--- config.mk ---
export PLATFORM = sky130hd
export DESIGN_NAME = alu_arbiter_flat
export DESIGN_NICKNAME = d
export VERILOG_FILES = /design/src/rtl/alu_arb_pkg.sv /design/src/rtl/alu_arbiter_if.sv /design/src/rtl/rr_pick.sv /design/src/rtl/alu_arbiter.sv /design/src/flat_wrapper.sv
export SDC_FILE = /design/constraint.sdc
export NUM_CORES = 1
export LEC_CHECK = 0
export ABC_AREA = 1
export BUFFER_PORTS_ARGS = -buffer_cell sky130_fd_sc_hd__buf_2
export CAP_MARGIN = 20
export CORE_AREA = 2 2 110 112
export CTS_BUF_LIST = sky130_fd_sc_hd__clkbuf_8
export DETAILED_ROUTE_END_ITERATION = 6
export DIE_AREA = 0 0 112 114
export GPL_ROUTABILITY_DRIVEN = 0
export SLEW_MARGIN = 25
export SYNTH_ARGS = -nofsm -noshare
export SYNTH_HDL_FRONTEND = slang
export SYNTH_HIERARCHICAL = 1
export SYNTH_SLANG_ARGS = --single-unit
--- constraint.sdc ---
create_clock -name clk -period 5.7 [get_ports clk]
set_input_delay 1.71 -clock clk [delete_from_list [all_inputs] [get_ports clk]]
set_output_delay 1.71 -clock clk [all_outputs]
set_load 0.02 [all_outputs]
--- src/rtl/alu_arb_pkg.sv ---
// alu_arb_pkg: shared definitions for the ALU arbiter slice.
//   - opcode constants understood by the Alu datapath
//   - flag bit positions inside the 4-bit flags word {rsvd, zero, carry, ovf}
//   - arbiter state enum and the idle opcode driven when nothing is issued
package alu_arb_pkg;

  localparam logic [3:0] OP_INCA    = 4'h0;
  localparam logic [3:0] OP_DECA    = 4'h1;
  localparam logic [3:0] OP_ADD     = 4'h2;
  localparam logic [3:0] OP_SUB     = 4'h3;
  localparam logic [3:0] OP_ABS     = 4'h4;
  localparam logic [3:0] OP_NEGA    = 4'h5;
  localparam logic [3:0] OP_ILLEGAL = 4'h6;
  localparam logic [3:0] OP_NEGB    = 4'h7;
  localparam logic [3:0] OP_AND     = 4'h8;
  localparam logic [3:0] OP_OR      = 4'h9;
  localparam logic [3:0] OP_XOR     = 4'hA;
  localparam logic [3:0] OP_INVB    = 4'hB;
  localparam logic [3:0] OP_PASSA   = 4'hC;
  localparam logic [3:0] OP_INVA    = 4'hD;
  localparam logic [3:0] OP_ZEROES  = 4'hE;
  localparam logic [3:0] OP_ONES    = 4'hF;

  // ZEROES keeps the Alu output at a known value while idle.
  localparam logic [3:0] OP_IDLE    = OP_ZEROES;

  localparam int FLAG_OVF   = 0;
  localparam int FLAG_CARRY = 1;
  localparam int FLAG_ZERO  = 2;

  // Flags reported for a trapped illegal opcode: only ZERO set.
  localparam logic [3:0] TRAP_FLAGS = 4'b0100;

  typedef enum logic {
    ARB    = 1'b0,
    LOCKED = 1'b1
  } arb_state_t;

endpackage

--- src/rtl/alu_arbiter_if.sv ---
// alu_arbiter_if: requester-side bus of the ALU arbiter.
//   req_valid/req_lock/req_inst/req_a/req_b : per-requester op, packed by index
//   req_ready                               : one-hot accept strobe
//   rsp_valid/rsp_z/rsp_flags/rsp_err       : response, one cycle after accept
// Modports: master = requesters, slave = arbiter.
interface alu_arbiter_if #(
  parameter int NUM_REQ = 2,
  parameter int WIDTH   = 32
);
  logic [NUM_REQ-1:0]       req_valid;
  logic [NUM_REQ-1:0]       req_lock;
  logic [4*NUM_REQ-1:0]     req_inst;
  logic [WIDTH*NUM_REQ-1:0] req_a;
  logic [WIDTH*NUM_REQ-1:0] req_b;
  logic [NUM_REQ-1:0]       req_ready;
  logic [NUM_REQ-1:0]       rsp_valid;
  logic [WIDTH-1:0]         rsp_z;
  logic [3:0]               rsp_flags;
  logic                     rsp_err;

  modport master (
    output req_valid, req_lock, req_inst, req_a, req_b,
    input  req_ready, rsp_valid, rsp_z, rsp_flags, rsp_err
  );

  modport slave (
    input  req_valid, req_lock, req_inst, req_a, req_b,
    output req_ready, rsp_valid, rsp_z, rsp_flags, rsp_err
  );
endinterface

--- src/rtl/rr_pick.sv ---
// rr_pick: round-robin one-hot picker.
//   req : request vector
//   ptr : one-hot priority pointer (highest priority position)
//   gnt : one-hot grant of the first request at or after ptr, wrapping; 0 if none
module rr_pick #(
  parameter int N = 2
) (
  input  logic [N-1:0] req,
  input  logic [N-1:0] ptr,
  output logic [N-1:0] gnt
);
  logic [2*N-1:0] dbl;
  logic [2*N-1:0] dbl_gnt;

  // Doubling the request vector turns the wrap-around search into a plain
  // "lowest set bit at or above ptr" search, done with one subtraction.
  assign dbl     = {req, req};
  assign dbl_gnt = dbl & ~(dbl - {{N{1'b0}}, ptr});
  assign gnt     = dbl_gnt[N-1:0] | dbl_gnt[2*N-1:N];
endmodule

--- src/rtl/alu_arbiter.sv ---
// alu_arbiter: shares one Alu between NUM_REQ requesters, round-robin with lock.
//   clk, rst_n        : clock, synchronous active-low reset
//   bus (slave)       : requester ops in, one-hot ready, response one cycle later
//   alu_a/b/inst      : combinational issue to the Alu (idle values when no grant)
//   alu_z/alu_flags   : Alu result, valid in the cycle after issue
// Build option: ALU_ARB_OP6_TRAP_EN traps opcode 6 locally instead of issuing it.
module alu_arbiter
  import alu_arb_pkg::*;
#(
  parameter int NUM_REQ = 2,
  parameter int WIDTH   = 32
) (
  input  logic             clk,
  input  logic             rst_n,
  alu_arbiter_if.slave     bus,
  output logic [WIDTH-1:0] alu_a,
  output logic [WIDTH-1:0] alu_b,
  output logic [3:0]       alu_inst,
  input  logic [WIDTH-1:0] alu_z,
  input  logic [3:0]       alu_flags
);
  localparam int IDX_W = (NUM_REQ > 1) ? $clog2(NUM_REQ) : 1;

  arb_state_t         state;
  logic [NUM_REQ-1:0] ptr;
  logic [IDX_W-1:0]   owner;
  logic [NUM_REQ-1:0] owner_oh;
  logic [NUM_REQ-1:0] pick_req;
  logic [NUM_REQ-1:0] gnt;
  logic [NUM_REQ-1:0] rsp_valid_q;
  logic [IDX_W-1:0]   gnt_idx;
  logic               accept;
  logic               issue;
  logic               sel_lock;
  logic [3:0]         sel_inst;
  logic [WIDTH-1:0]   sel_a;
  logic [WIDTH-1:0]   sel_b;

  function automatic logic [NUM_REQ-1:0] rotl1(input logic [NUM_REQ-1:0] x);
    return {x[NUM_REQ-2:0], x[NUM_REQ-1]};
  endfunction

  assign owner_oh = NUM_REQ'(1) << owner;

  // Ready is a function of valid, state and ptr only; in LOCKED the picker
  // only ever sees the owner. Held at zero during reset.
  assign pick_req = ((state == LOCKED) ? (bus.req_valid & owner_oh) : bus.req_valid)
                    & {NUM_REQ{rst_n}};

  rr_pick #(.N(NUM_REQ)) u_pick (
    .req (pick_req),
    .ptr (ptr),
    .gnt (gnt)
  );

  assign bus.req_ready = gnt;
  assign accept        = |gnt;

  always_comb begin
    gnt_idx = '0;
    for (int i = 0; i < NUM_REQ; i++) begin
      if (gnt[i]) gnt_idx = IDX_W'(i);
    end
  end

  assign sel_lock = bus.req_lock[gnt_idx];
  assign sel_inst = bus.req_inst[4*int'(gnt_idx) +: 4];
  assign sel_a    = bus.req_a[WIDTH*int'(gnt_idx) +: WIDTH];
  assign sel_b    = bus.req_b[WIDTH*int'(gnt_idx) +: WIDTH];

`ifdef ALU_ARB_OP6_TRAP_EN
  assign issue = accept && (sel_inst != OP_ILLEGAL);
`else
  assign issue = accept;
`endif

  assign alu_a    = issue ? sel_a : '0;
  assign alu_b    = issue ? sel_b : '0;
  assign alu_inst = issue ? sel_inst : OP_IDLE;

`ifdef ALU_ARB_OP6_TRAP_EN
  logic trap_q;

  always_ff @(posedge clk) begin
    if (!rst_n) trap_q <= 1'b0;
    else        trap_q <= accept && (sel_inst == OP_ILLEGAL);
  end

  assign bus.rsp_z     = trap_q ? '0 : alu_z;
  assign bus.rsp_flags = trap_q ? TRAP_FLAGS : alu_flags;
  assign bus.rsp_err   = trap_q & rst_n;
`else
  assign bus.rsp_z     = alu_z;
  assign bus.rsp_flags = alu_flags;
  assign bus.rsp_err   = 1'b0;
`endif

  // Gating with rst_n drops a response that would otherwise show during a
  // reset cycle, so an in-flight result is never reported across reset.
  assign bus.rsp_valid = rsp_valid_q & {NUM_REQ{rst_n}};

  always_ff @(posedge clk) begin
    if (!rst_n) begin
      state       <= ARB;
      ptr         <= NUM_REQ'(1);
      owner       <= '0;
      rsp_valid_q <= '0;
    end else begin
      rsp_valid_q <= gnt;
      case (state)
        ARB: begin
          if (accept) begin
            ptr <= rotl1(gnt);
            if (sel_lock) begin
              state <= LOCKED;
              owner <= gnt_idx;
            end
          end
        end
        LOCKED: begin
          // No accept here means the owner dropped valid.
          if (!accept || !sel_lock) begin
            state <= ARB;
            ptr   <= rotl1(owner_oh);
          end
        end
      endcase
    end
  end

endmodule

--- src/flat_wrapper.sv ---
// flat-port wrapper written by rule: the top's interface ports become plain ports
module alu_arbiter_flat import alu_arb_pkg::*;
#(
  parameter int NUM_REQ = 2,
  parameter int WIDTH   = 32
)
  (clk, rst_n, alu_a, alu_b, alu_inst, alu_z, alu_flags, bus_req_valid, bus_req_lock, bus_req_inst, bus_req_a, bus_req_b, bus_req_ready, bus_rsp_valid, bus_rsp_z, bus_rsp_flags, bus_rsp_err);
  alu_arbiter_if #(.NUM_REQ(NUM_REQ), .WIDTH(WIDTH)) bus_i ();
  input  logic clk;
  input  logic rst_n;
  output logic [WIDTH-1:0] alu_a;
  output logic [WIDTH-1:0] alu_b;
  output logic [3:0] alu_inst;
  input  logic [WIDTH-1:0] alu_z;
  input  logic [3:0] alu_flags;
  input wire logic [$bits(bus_i.req_valid)-1:0] bus_req_valid;
  input wire logic [$bits(bus_i.req_lock)-1:0] bus_req_lock;
  input wire logic [$bits(bus_i.req_inst)-1:0] bus_req_inst;
  input wire logic [$bits(bus_i.req_a)-1:0] bus_req_a;
  input wire logic [$bits(bus_i.req_b)-1:0] bus_req_b;
  output wire logic [$bits(bus_i.req_ready)-1:0] bus_req_ready;
  output wire logic [$bits(bus_i.rsp_valid)-1:0] bus_rsp_valid;
  output wire logic [$bits(bus_i.rsp_z)-1:0] bus_rsp_z;
  output wire logic [$bits(bus_i.rsp_flags)-1:0] bus_rsp_flags;
  output wire logic [$bits(bus_i.rsp_err)-1:0] bus_rsp_err;
  assign bus_i.req_valid = bus_req_valid;
  assign bus_i.req_lock = bus_req_lock;
  assign bus_i.req_inst = bus_req_inst;
  assign bus_i.req_a = bus_req_a;
  assign bus_i.req_b = bus_req_b;
  assign bus_req_ready = bus_i.req_ready;
  assign bus_rsp_valid = bus_i.rsp_valid;
  assign bus_rsp_z = bus_i.rsp_z;
  assign bus_rsp_flags = bus_i.rsp_flags;
  assign bus_rsp_err = bus_i.rsp_err;
  alu_arbiter #(.NUM_REQ(NUM_REQ), .WIDTH(WIDTH)) u_core (.clk(clk), .rst_n(rst_n), .bus(bus_i), .alu_a(alu_a), .alu_b(alu_b), .alu_inst(alu_inst), .alu_z(alu_z), .alu_flags(alu_flags));
endmodule
==> results.txt <==
Gr usage total -> 0.09204
Drt total wl -> 7.016 mm
Final total power -> 0.6454 mW
CTS root buf -> clkbuf_8
Post-synthesis sequential area ratio -> 0.07954
Avg Cell Area, Syn -> 6.017 sq um
Max Freq -> 186.3 MHz
CP endpoint kind -> output pin
Final setup skew -> 0.004335 ns
Clk buf depth -> 2
Vias after detailed routing -> 2255
Post-CTS setup buffers -> 0
CTS tree -> built
Post-detailed-placement half-perimeter wirelength -> 5.804 mm
Fin. max-slew vios -> 0
Num CTS Buffers -> 3
Clock Latency Late Sink -> 0.22 ns
Initial antenna violation count -> 0
Vias in the first global route -> 1942
Nets -> 596
CTS Hold Buffers Added -> 0
Global-route wire length before repair -> 9.528 mm
Initial core utilization -> 0.1290
Detailed Route Iter0 Violations -> 66
Hold Crit Class -> flip-flop to flip-flop
Mapped Cells -> 251
Congestion Overflow GR -> 0
Ant diodes -> 0
Setup violations, final -> 0
Die width -> 112 um
Crit-path slowest cell -> fa_1
RSZ-0062 raised after global routing -> no
Critical path cell sequence -> buf_2 > inv_1 > nor2_1 > nor2_1 > fa_1 > nand2_1 > nand2_2 > nor2_4 > buf_12 > inv_1 > o22a_1 > buf_2
Tmin final -> 5.366 ns
Post-CTS Resized -> 0
Vias/cell -> 4.020
Syn nets -> 431
Layout overhead on the synthesized area -> 63.21%
Total I/O pin count -> 287
Synth unique cells -> 25
Worst Path Arrival -> 3.66 ns
Worst vdd ir -> 63.82 uV
Cell Area, Synth -> 1510 sq um
Largest net degree at the start of global routing -> 47
Setup crit start kind -> input port
Max_cap viols -> 0
Critical path's largest stage delay -> 0.45 ns
Die area -> 12770 sq um
H-tree levels -> 1
Yosys warnings -> 6
Hold Fails Final Rpt -> 0
Core Footprint -> 11710 sq um
Pre-Repair DR Iteration Count -> 4
Setup TNS -> 0 ns
DRC errors left -> 0
Placement Setup Slack -> 0.3303 ns
Worst-path maximum fanout -> 34
Yosys reg bits -> 6
CTS Sinks -> 6
Leakage -> 1.501 nW
Final worst slack -> 0.3335 ns
Port buffer count -> 213
Critical setup path kind -> input port to output pin
Die height -> 114 um
Worst-path clk slew -> 0.04 ns
PD cells -> 261.8 nW/um^2
Status -> completed
Final worst-path cycle share -> 0.9415
Routed Antenna Nets -> 0
Routed length per placed instance -> 12.51 um
# rows -> 40
Share of cells above drive strength 1 -> 0.5507
Critical Path RT -> 3.99 ns
## per-stage QoR
step                      hold slack (ns)    util  instance area [sq um]  cells
after floorplan                    0.4620       -                   1510    251
after global placement             0.4865  0.2069                   2424    558
after detailed placement           0.4894  0.2069                   2424    558
after CTS                          0.4950  0.2105                   2465    561
after global routing               0.5331  0.2105                   2465    561
final                              0.4999  0.2105                   2465    561
## layer usage
metal / GRT usage / up-vias / wire length (um)
met5: 0 / - / 0
met4: 0.01301 / 0 / 26
met3: 0.01807 / 4 / 822
met2: 0.1762 / 172 / 3520
met1: 0.1086 / 951 / 2647
li1: - / 1128 / -
## layout by cell type, fill, tap and decap left out
cell / synthesis / layout
buf_12: 0 / 2
nand2_1: 18 / 17
conb_1: 1 / 1
nor2_1: 69 / 69
or2_0: 1 / 1
and3_1: 1 / 1
o21ai_0: 2 / 2
nand3_1: 6 / 6
nand2_2: 1 / 2
o22a_1: 2 / 2
a21oi_1: 34 / 34
fa_1: 1 / 1
nand2_4: 2 / 2
buf_2: 6 / 213
clkbuf_8: 0 / 3
ha_1: 1 / 1
inv_1: 10 / 10
buf_4: 42 / 2
o21a_1: 1 / 1
inv_4: 1 / 1
inv_2: 2 / 2
a22o_1: 33 / 33
nor2_4: 1 / 1
dfxtp_1: 6 / 6
o21ai_1: 1 / 1
## power breakdown
| part | switching (mW) | internal (mW) | leakage, nW |
|---|---|---|---|
| Sequential | 0.00642 | 0.0488 | 0.0494 |
| Clock | 0.0188 | 0.0454 | 0.0216 |
| Combinational | 0.330 | 0.196 | 1.43 |
## critical path, delay by kind of cell
family	cells	cell delay [ns]
AO/OA/AOI/OAI	1	0.15
buffers and inverters	5	0.67
adder cells (fa/ha/maj)	1	0.45
AND/OR/NAND/NOR	5	0.66
## cells by family after synthesis
logic type / Yosys count / synth area share
AO/OA/AOI/OAI: 73 / 0.3306
buffers and inverters: 70 / 0.2950
other: 1 / 0.002483
AND/OR/NAND/NOR: 99 / 0.2709
flip-flops: 6 / 0.07954
adder cells (fa/ha/maj): 2 / 0.02154
## final cells by class
cell class                      instances  area, sq um
Clock buffer                            3        41.29
Fill cell                            1345         9246
Inverter                               13        51.30
Multi-Input combinational cell        175        947.2
Sequential cell                         6        120.1
Tap cell                              147        183.9
Timing Repair Buffer                  217         1121
## final timing paths
check | start | cells past startpoint | end | slack (ns)
setup reg to reg | u_core/state$_SDFF_PN0_ | 15 | u_core/ptr[0]$_SDFFE_PN1P_ | 3.06
hold / removal | u_core/owner$_SDFFE_PN0P_ | 2 | u_core/owner$_SDFFE_PN0P_ | 0.50
hold reg to reg | u_core/owner$_SDFFE_PN0P_ | 2 | u_core/owner$_SDFFE_PN0P_ | 0.50
setup / recovery | rst_n | 12 | alu_inst[1] | 0.33
## synth_stat cells, drive strengths merged
cell type   n  share of area
a21oi      34           0.11
a22o       33           0.19
and3        1         0.0041
buf        50           0.24
clkbuf      7          0.017
conb        1         0.0025
dfxtp       6          0.080
fa          1          0.013
ha          1         0.0083
inv        13          0.034
nand2      21          0.064
nand3       6          0.020
nor2       70           0.18
o21a        1         0.0050
o21ai       3         0.0099
o22a        2          0.012
or2         1         0.0041
## state kept, by name (all words and copies together) (netlist names)
| name | count |
|---|---|
| u_core/rsp_valid_q | 2 |
| u_core/ptr | 2 |
| u_core/owner | 1 |
| u_core/state | 1 |
No activity file was read; power rests on OpenSTA's default activity.
